**src/rtl/cpu_types_pkg.sv**
```systemverilog
// Shared types for the register file: clear-sequencer states
// and default geometry (DEPTH/WIDTH/NREAD).
package cpu_types_pkg;

   localparam int DEF_DEPTH = 32;
   localparam int DEF_WIDTH = 32;
   localparam int DEF_NREAD = 2;

   typedef enum logic {
      IDLE  = 1'b0,
      CLEAR = 1'b1
   } clr_state_e;

endpackage

```
**src/rtl/regfile_sb_clr.sv**
```systemverilog
// Clear sequencer: IDLE/CLEAR FSM plus index counter 1..DEPTH-1.
// Ports: i_clk, i_rst (sync, high), i_clr_req in;
//        o_clr_busy, o_clr_start (entry edge), o_clr_idx out.
import cpu_types_pkg::*;

module regfile_sb_clr #(
   parameter  int DEPTH = DEF_DEPTH,
   localparam int AW    = $clog2(DEPTH)
) (
   input  logic          i_clk,
   input  logic          i_rst,
   input  logic          i_clr_req,
   output logic          o_clr_busy,
   output logic          o_clr_start,
   output logic [AW-1:0] o_clr_idx
);

   localparam logic [AW-1:0] LAST = AW'(DEPTH - 1);

   clr_state_e    r_state;
   clr_state_e    w_state_nxt;
   logic [AW-1:0] r_cnt;
   logic [AW-1:0] w_cnt_nxt;
   logic          w_start;

   always_ff @(posedge i_clk) begin
      if (i_rst) begin
         r_state <= IDLE;
         r_cnt   <= '0;
      end else begin
         r_state <= w_state_nxt;
         r_cnt   <= w_cnt_nxt;
      end
   end

   // Index 0 is hardwired zero, so the sweep starts at 1
   // and takes DEPTH-1 cycles.
   always_comb begin
      w_state_nxt = r_state;
      w_cnt_nxt   = r_cnt;
      w_start     = 1'b0;
      unique case (r_state)
         IDLE: begin
            if (i_clr_req) begin
               w_state_nxt = CLEAR;
               w_cnt_nxt   = AW'(1);
               w_start     = 1'b1;
            end
         end
         CLEAR: begin
            if (r_cnt == LAST) begin
               w_state_nxt = IDLE;
               w_cnt_nxt   = '0;
            end else begin
               w_cnt_nxt = r_cnt + AW'(1);
            end
         end
      endcase
   end

   assign o_clr_busy  = (r_state == CLEAR);
   assign o_clr_start = w_start;
   assign o_clr_idx   = r_cnt;

endmodule

```
**src/rtl/regfile_sb.sv**
```systemverilog
// Register file with per-register scoreboard busy bits and a
// sequential clear. Ports: CLK, RST (sync, high), wen/wsel/wdat
// write, rsel/rdat/rbusy reads, rsv/rsv_sel reserve, clr_req in,
// clr_busy out. Macro REGFILE_SB_BYPASS_EN forwards same-cycle
// writes to matching read ports.
import cpu_types_pkg::*;

module regfile_sb #(
   parameter  int DEPTH = DEF_DEPTH,
   parameter  int WIDTH = DEF_WIDTH,
   parameter  int NREAD = DEF_NREAD,
   localparam int AW    = $clog2(DEPTH)
) (
   input  logic                        CLK,
   input  logic                        RST,
   input  logic                        wen,
   input  logic [AW-1:0]               wsel,
   input  logic [WIDTH-1:0]            wdat,
   input  logic [NREAD-1:0][AW-1:0]    rsel,
   output logic [NREAD-1:0][WIDTH-1:0] rdat,
   output logic [NREAD-1:0]            rbusy,
   input  logic                        rsv,
   input  logic [AW-1:0]               rsv_sel,
   input  logic                        clr_req,
   output logic                        clr_busy
);

   logic [WIDTH-1:0] r_mem [DEPTH];
   logic [DEPTH-1:0] r_busy;

   logic             w_clr_busy;
   logic             w_clr_start;
   logic [AW-1:0]    w_clr_idx;
   logic             w_wacc;
   logic             w_racc;

   regfile_sb_clr #(
      .DEPTH (DEPTH)
   ) u_clr (
      .i_clk       (CLK),
      .i_rst       (RST),
      .i_clr_req   (clr_req),
      .o_clr_busy  (w_clr_busy),
      .o_clr_start (w_clr_start),
      .o_clr_idx   (w_clr_idx)
   );

   assign w_wacc   = wen && (wsel != '0) && !w_clr_busy;
   assign w_racc   = rsv && (rsv_sel != '0) && !w_clr_busy;
   assign clr_busy = w_clr_busy;

   // A write accepted on the clear-entry edge still lands;
   // the sweep then zeroes it.
   always_ff @(posedge CLK) begin
      if (RST) begin
         for (int i = 0; i < DEPTH; i++) begin
            r_mem[i] <= '0;
         end
      end else begin
         if (w_wacc) begin
            r_mem[wsel] <= wdat;
         end
         if (w_clr_busy) begin
            r_mem[w_clr_idx] <= '0;
         end
      end
   end

   // Reserve is applied after the write-clear so it wins
   // when both hit the same index.
   always_ff @(posedge CLK) begin
      if (RST) begin
         r_busy <= '0;
      end else if (w_clr_start) begin
         r_busy <= '0;
      end else begin
         if (w_wacc) begin
            r_busy[wsel] <= 1'b0;
         end
         if (w_racc) begin
            r_busy[rsv_sel] <= 1'b1;
         end
      end
   end

   always_comb begin
      rdat  = '0;
      rbusy = '0;
      for (int i = 0; i < NREAD; i++) begin
         if (rsel[i] != '0) begin
            rdat[i]  = r_mem[rsel[i]];
            rbusy[i] = r_busy[rsel[i]];
`ifdef REGFILE_SB_BYPASS_EN
            if (w_wacc && (wsel == rsel[i])) begin
               rdat[i]  = wdat;
               rbusy[i] = 1'b0;
            end
`endif
         end
      end
   end

endmodule

```
**config.mk**
```make
export PLATFORM = sky130hd
export DESIGN_NAME = regfile_sb
export DESIGN_NICKNAME = d
export VERILOG_FILES = /design/src/rtl/cpu_types_pkg.sv /design/src/rtl/regfile_sb_clr.sv /design/src/rtl/regfile_sb.sv
export SDC_FILE = /design/constraint.sdc
export NUM_CORES = 2
export LEC_CHECK = 0
export CAP_MARGIN = 15
export CELL_PAD_IN_SITES_DETAIL_PLACEMENT = 0
export CELL_PAD_IN_SITES_GLOBAL_PLACEMENT = 1
export CORE_ASPECT_RATIO = 0.8
export CORE_UTILIZATION = 49
export CTS_BUF_LIST = sky130_fd_sc_hd__clkbuf_4
export CTS_CLUSTER_SIZE = 14
export DETAILED_ROUTE_END_ITERATION = 6
export GPL_TIMING_DRIVEN = 0
export HOLD_SLACK_MARGIN = 0.15
export PLACE_DENSITY = 0.78
export SYNTH_ARGS = -nofsm -noshare
export SYNTH_HDL_FRONTEND = slang
export SYNTH_HIERARCHICAL = 1
export SYNTH_SLANG_ARGS = --single-unit
```
**constraint.sdc**
```tcl
create_clock -name CLK -period 4.1 [get_ports CLK]
set_input_delay 0.82 -clock CLK [delete_from_list [all_inputs] [get_ports CLK]]
set_output_delay 0.82 -clock CLK [all_outputs]
set_load 0.05 [all_outputs]
```
==> key figures <==
STA
  – Top achievable clock speed: roughly 0.23 GHz
  – Finish-stage setup viols: 140
  – Fin crit share: 105%
  – Fin crit period: 4.30 ns
  – Fin. max-slew vios: 0
  – Relative slew margins: under 10%
  – Final WS setup: -0.199 ns
  – Clock skew: 0.0724 ns
  – Pin slew with the least headroom to its limit: 1.36 ns
  – Fin. Hold Viols: 0

Worst setup path
  – Crit path DAT: 5.29 ns
  – Critical path endpoint category: register
  – CP cell instances: mux2_2, nor2_2, nand2_1, buf_2, buf_1, buf_16, o21bai_4, buf_12
  – Setup Crit Path Kind: reg -> reg
  – Largest stage delay, worst path: 0.73 ns
  – Crit start category: register
  – CP max-delay cell: o21bai_4
  – Crit-path max FO: 17
  – Worst EP required: 5.09 ns

Logic synthesis
  – Mapped Cells: 4002
  – Sequential fraction of the synthesis area: 56.9%
  – Post-synthesis register bit count: ~1100
  – Top post-synthesis cells by area: edfxtp_1 56%, mux4_2 19%, nor2_1 4.0%, nor3_1 3.8%, mux2i_1 2.4%
  – Post-Synth Adder-Cell Area: 0.0678%
  – Post-Syn Area: 0.0554 mm²
  – Synth Area in Simple Gates: 10.9%
  – Synth Area in Compound Gates: ~6.0%
  – EDFF count, synth: approximately 1000
  – Yosys warns: 6
  – Largest family of logic cells by synthesized area: multiplexers
  – XOR/XNOR Fraction of Synth Area: 0%
  – Main flop type after synthesis: edfxtp_1
  – Yosys top cell by area: edfxtp_1
  – Yosys top cell area share: 55.5%
  – Synth async-reset ratio: 0%
  – Post-synth cell types: 51
  – Avg Cell Area, Syn: 13.8 µm²
  – Mux cell area share after synthesis: around 23%

Floorplanning
  – Chip width: roughly 380 µm
  – Initial cell density of the core: between 40% and 50%
  – Placeable Area: 0.111 mm²
  – Die area: 0.114 mm²
  – Total I/O pin count: 124
  – Num rows: approximately 110
  – Die height: around 300 µm

Finish
  – Commonest non-fill, non-tap cell in the layout: edfxtp_1
  – Share of layout cells above drive strength 1: between 30 and 40%
  – # nets final: 4575
  – Finished Layout Cells: 6193
  – Area grow syn2layout: 17.0%
  – Final instance area: 0.0648 mm²
  – Most frequent cells in the layout: 1024 x edfxtp_1, 585 x nor2_1, 462 x mux4_2, 446 x clkbuf_4, 418 x nor3_1

Global routing
  – GR Util All Layers: 45.2%
  – Largest net degree at the start of global routing: 33
  – Vias in the first global route: 43466
  – Initial antenna violation count: 12
  – First-pass GRT wire length: around 350000 µm
  – Total congestion overflow: 0

Routing
  – Wire per inst: about 42 µm
  – # DRC: 1
  – Post-route antenna net violation count: 0
  – Drt initial violations: 9369
  – Drt total wl: 259000 µm
  – Vias per cell: 7.42
  – Pre-antenna DRT Iters: 7
  – Via count: 45938

Clocking
  – Clock buffer depth: 4
  – TritonCTS clock tree: built
  – Clock insertion delay at the later pin of the skew report: between 1 and 1.5 ns
  – Htree depth: 5
  – Reg clk slew, reported paths: 0.06 ns
  – Clock root buffer master: clkbuf_4
  – Clk sink count: 1062
  – Num CTS Buffers: 293

Place
  – GP Congestion: a little over 1
  – Port Buf Inserts: 111
  – Dpl ws: -2.18 ns
  – Cell count after placement: 5693
  – DP HPWL: 182000 µm
  – Post-DP Area: 0.0602 mm²

Min path
  – Worst Hold Class: in -> reg

Power
  – Pwr dens: ~410 mW/mm²
  – Worst vdd ir: around 0.3 mV
  – Lkg Pwr: 21.9 nW

Run status
  – Outcome: finished with violations
  – Failing checks: DRC, setup timing

Run
  – MaxCap Viol Count: 0
==> synth_stat cells, types with 25 or more instances <==
cell type and n:
mux2_2 68, nor2b_1 79, nor2_1 590, o21bai_1 25
dfxtp_1 38, a311oi_1 66, nand3_1 76, o21ai_0 130
a22oi_1 66, mux2i_1 135, a211oi_1 69, a221oi_1 46
clkbuf_1 261, edfxtp_1 1024, mux4_2 462, nand2_1 111
nor3_1 418, buf_2 170
==> report_power, final <==
part	switching (W)	total, W	internal (W)
Sequential	0.000226	0.0125	0.0123
Combinational	0.00309	0.00455	0.00146
Clock	0.00481	0.00950	0.00468
==> metrics by stage <==
step                       TNS, ns  hold slack [ns]  util, %  total power [W]
final                       -10.55            0.285     58.2           0.0266
after CTS                   -0.291            0.267     57.8           0.0261
after global routing       -0.0608            0.333     58.2           0.0269
after floorplan                  0            0.443        -           0.0150
after detailed placement   -850.44            0.476     54.1           0.0169
after global placement    -3538.82            0.464     52.8           0.0168
==> cell type report <==
| type | count | area [µm²] |
|---|---|---|
| repair buffers | 192 | 2500 |
| flip-flops and latches | 1062 | 31500 |
| clock buffers | 403 | 3030 |
| inverters | 7 | 26.3 |
| well taps | 1498 | 1870 |
| fillers | 9043 | 46500 |
| clock inverters | 59 | 312 |
| multi-input cells | 2505 | 23000 |
| diodes | 13 | 32.5 |
| plain buffers | 454 | 2500 |
==> per-layer routing <==
layer | up-vias | track usage (%) | routed length [µm]
met5 | - | 0 | 160
met4 | 14 | 30.1 | 20100
met1 | 22634 | 57.4 | 86800
met2 | 5192 | 60.0 | 102000
li1 | 16990 | - | -
met3 | 1108 | 23.6 | 49600
==> final timing paths <==
path                            slack, ns                              end  cells past startpoint                         from
worst min-delay path                 0.28  u_clr/o_clr_idx[0]$_SDFFE_PP0P_                      3                      clr_req
worst max register to register      -0.20       r_mem[1][25]$_SDFFCE_PN0P_                      8  u_clr/o_clr_busy$_SDFF_PP0_
worst max-delay path                -0.20       r_mem[1][25]$_SDFFCE_PN0P_                      8  u_clr/o_clr_busy$_SDFF_PP0_
worst min register to register       0.49            r_busy[18]$_SDFF_PP0_                      2        r_busy[18]$_SDFF_PP0_
==> cells by family after synthesis <==
logic type,after synthesis
and+or+nand+nor,1335
DFF,1062
muxes,665
AOI/OAI and AO/OA,470
buffers and inverters,466
adders and majority gates,3
other,1
==> sequential cells by signal, indices dropped and copies added (netlist names) <==
register          cells
r_busy               32
r_mem              1024
u_clr/o_clr_idx       5
u_clr/o_clr_busy      1
==> worst max-delay path: cells and delay by family, from the launching register on <==
family	cells	cell delay [ns]
AOI/OAI and AO/OA	1	0.73
buffers and inverters	4	1.31
DFF	1	0.49
muxes	1	0.40
and+or+nand+nor	2	0.96
==> what timing repair did <==
item,4_1_cts,5_1_grt
endpoints found under the setup margin,79,126
hold buffers,5,0
setup buffers,8,12
pin swaps,15,15
hold endpoints to repair,14,0
gates resized for setup,627,101
No activity file was read; power rests on OpenSTA's default activity.
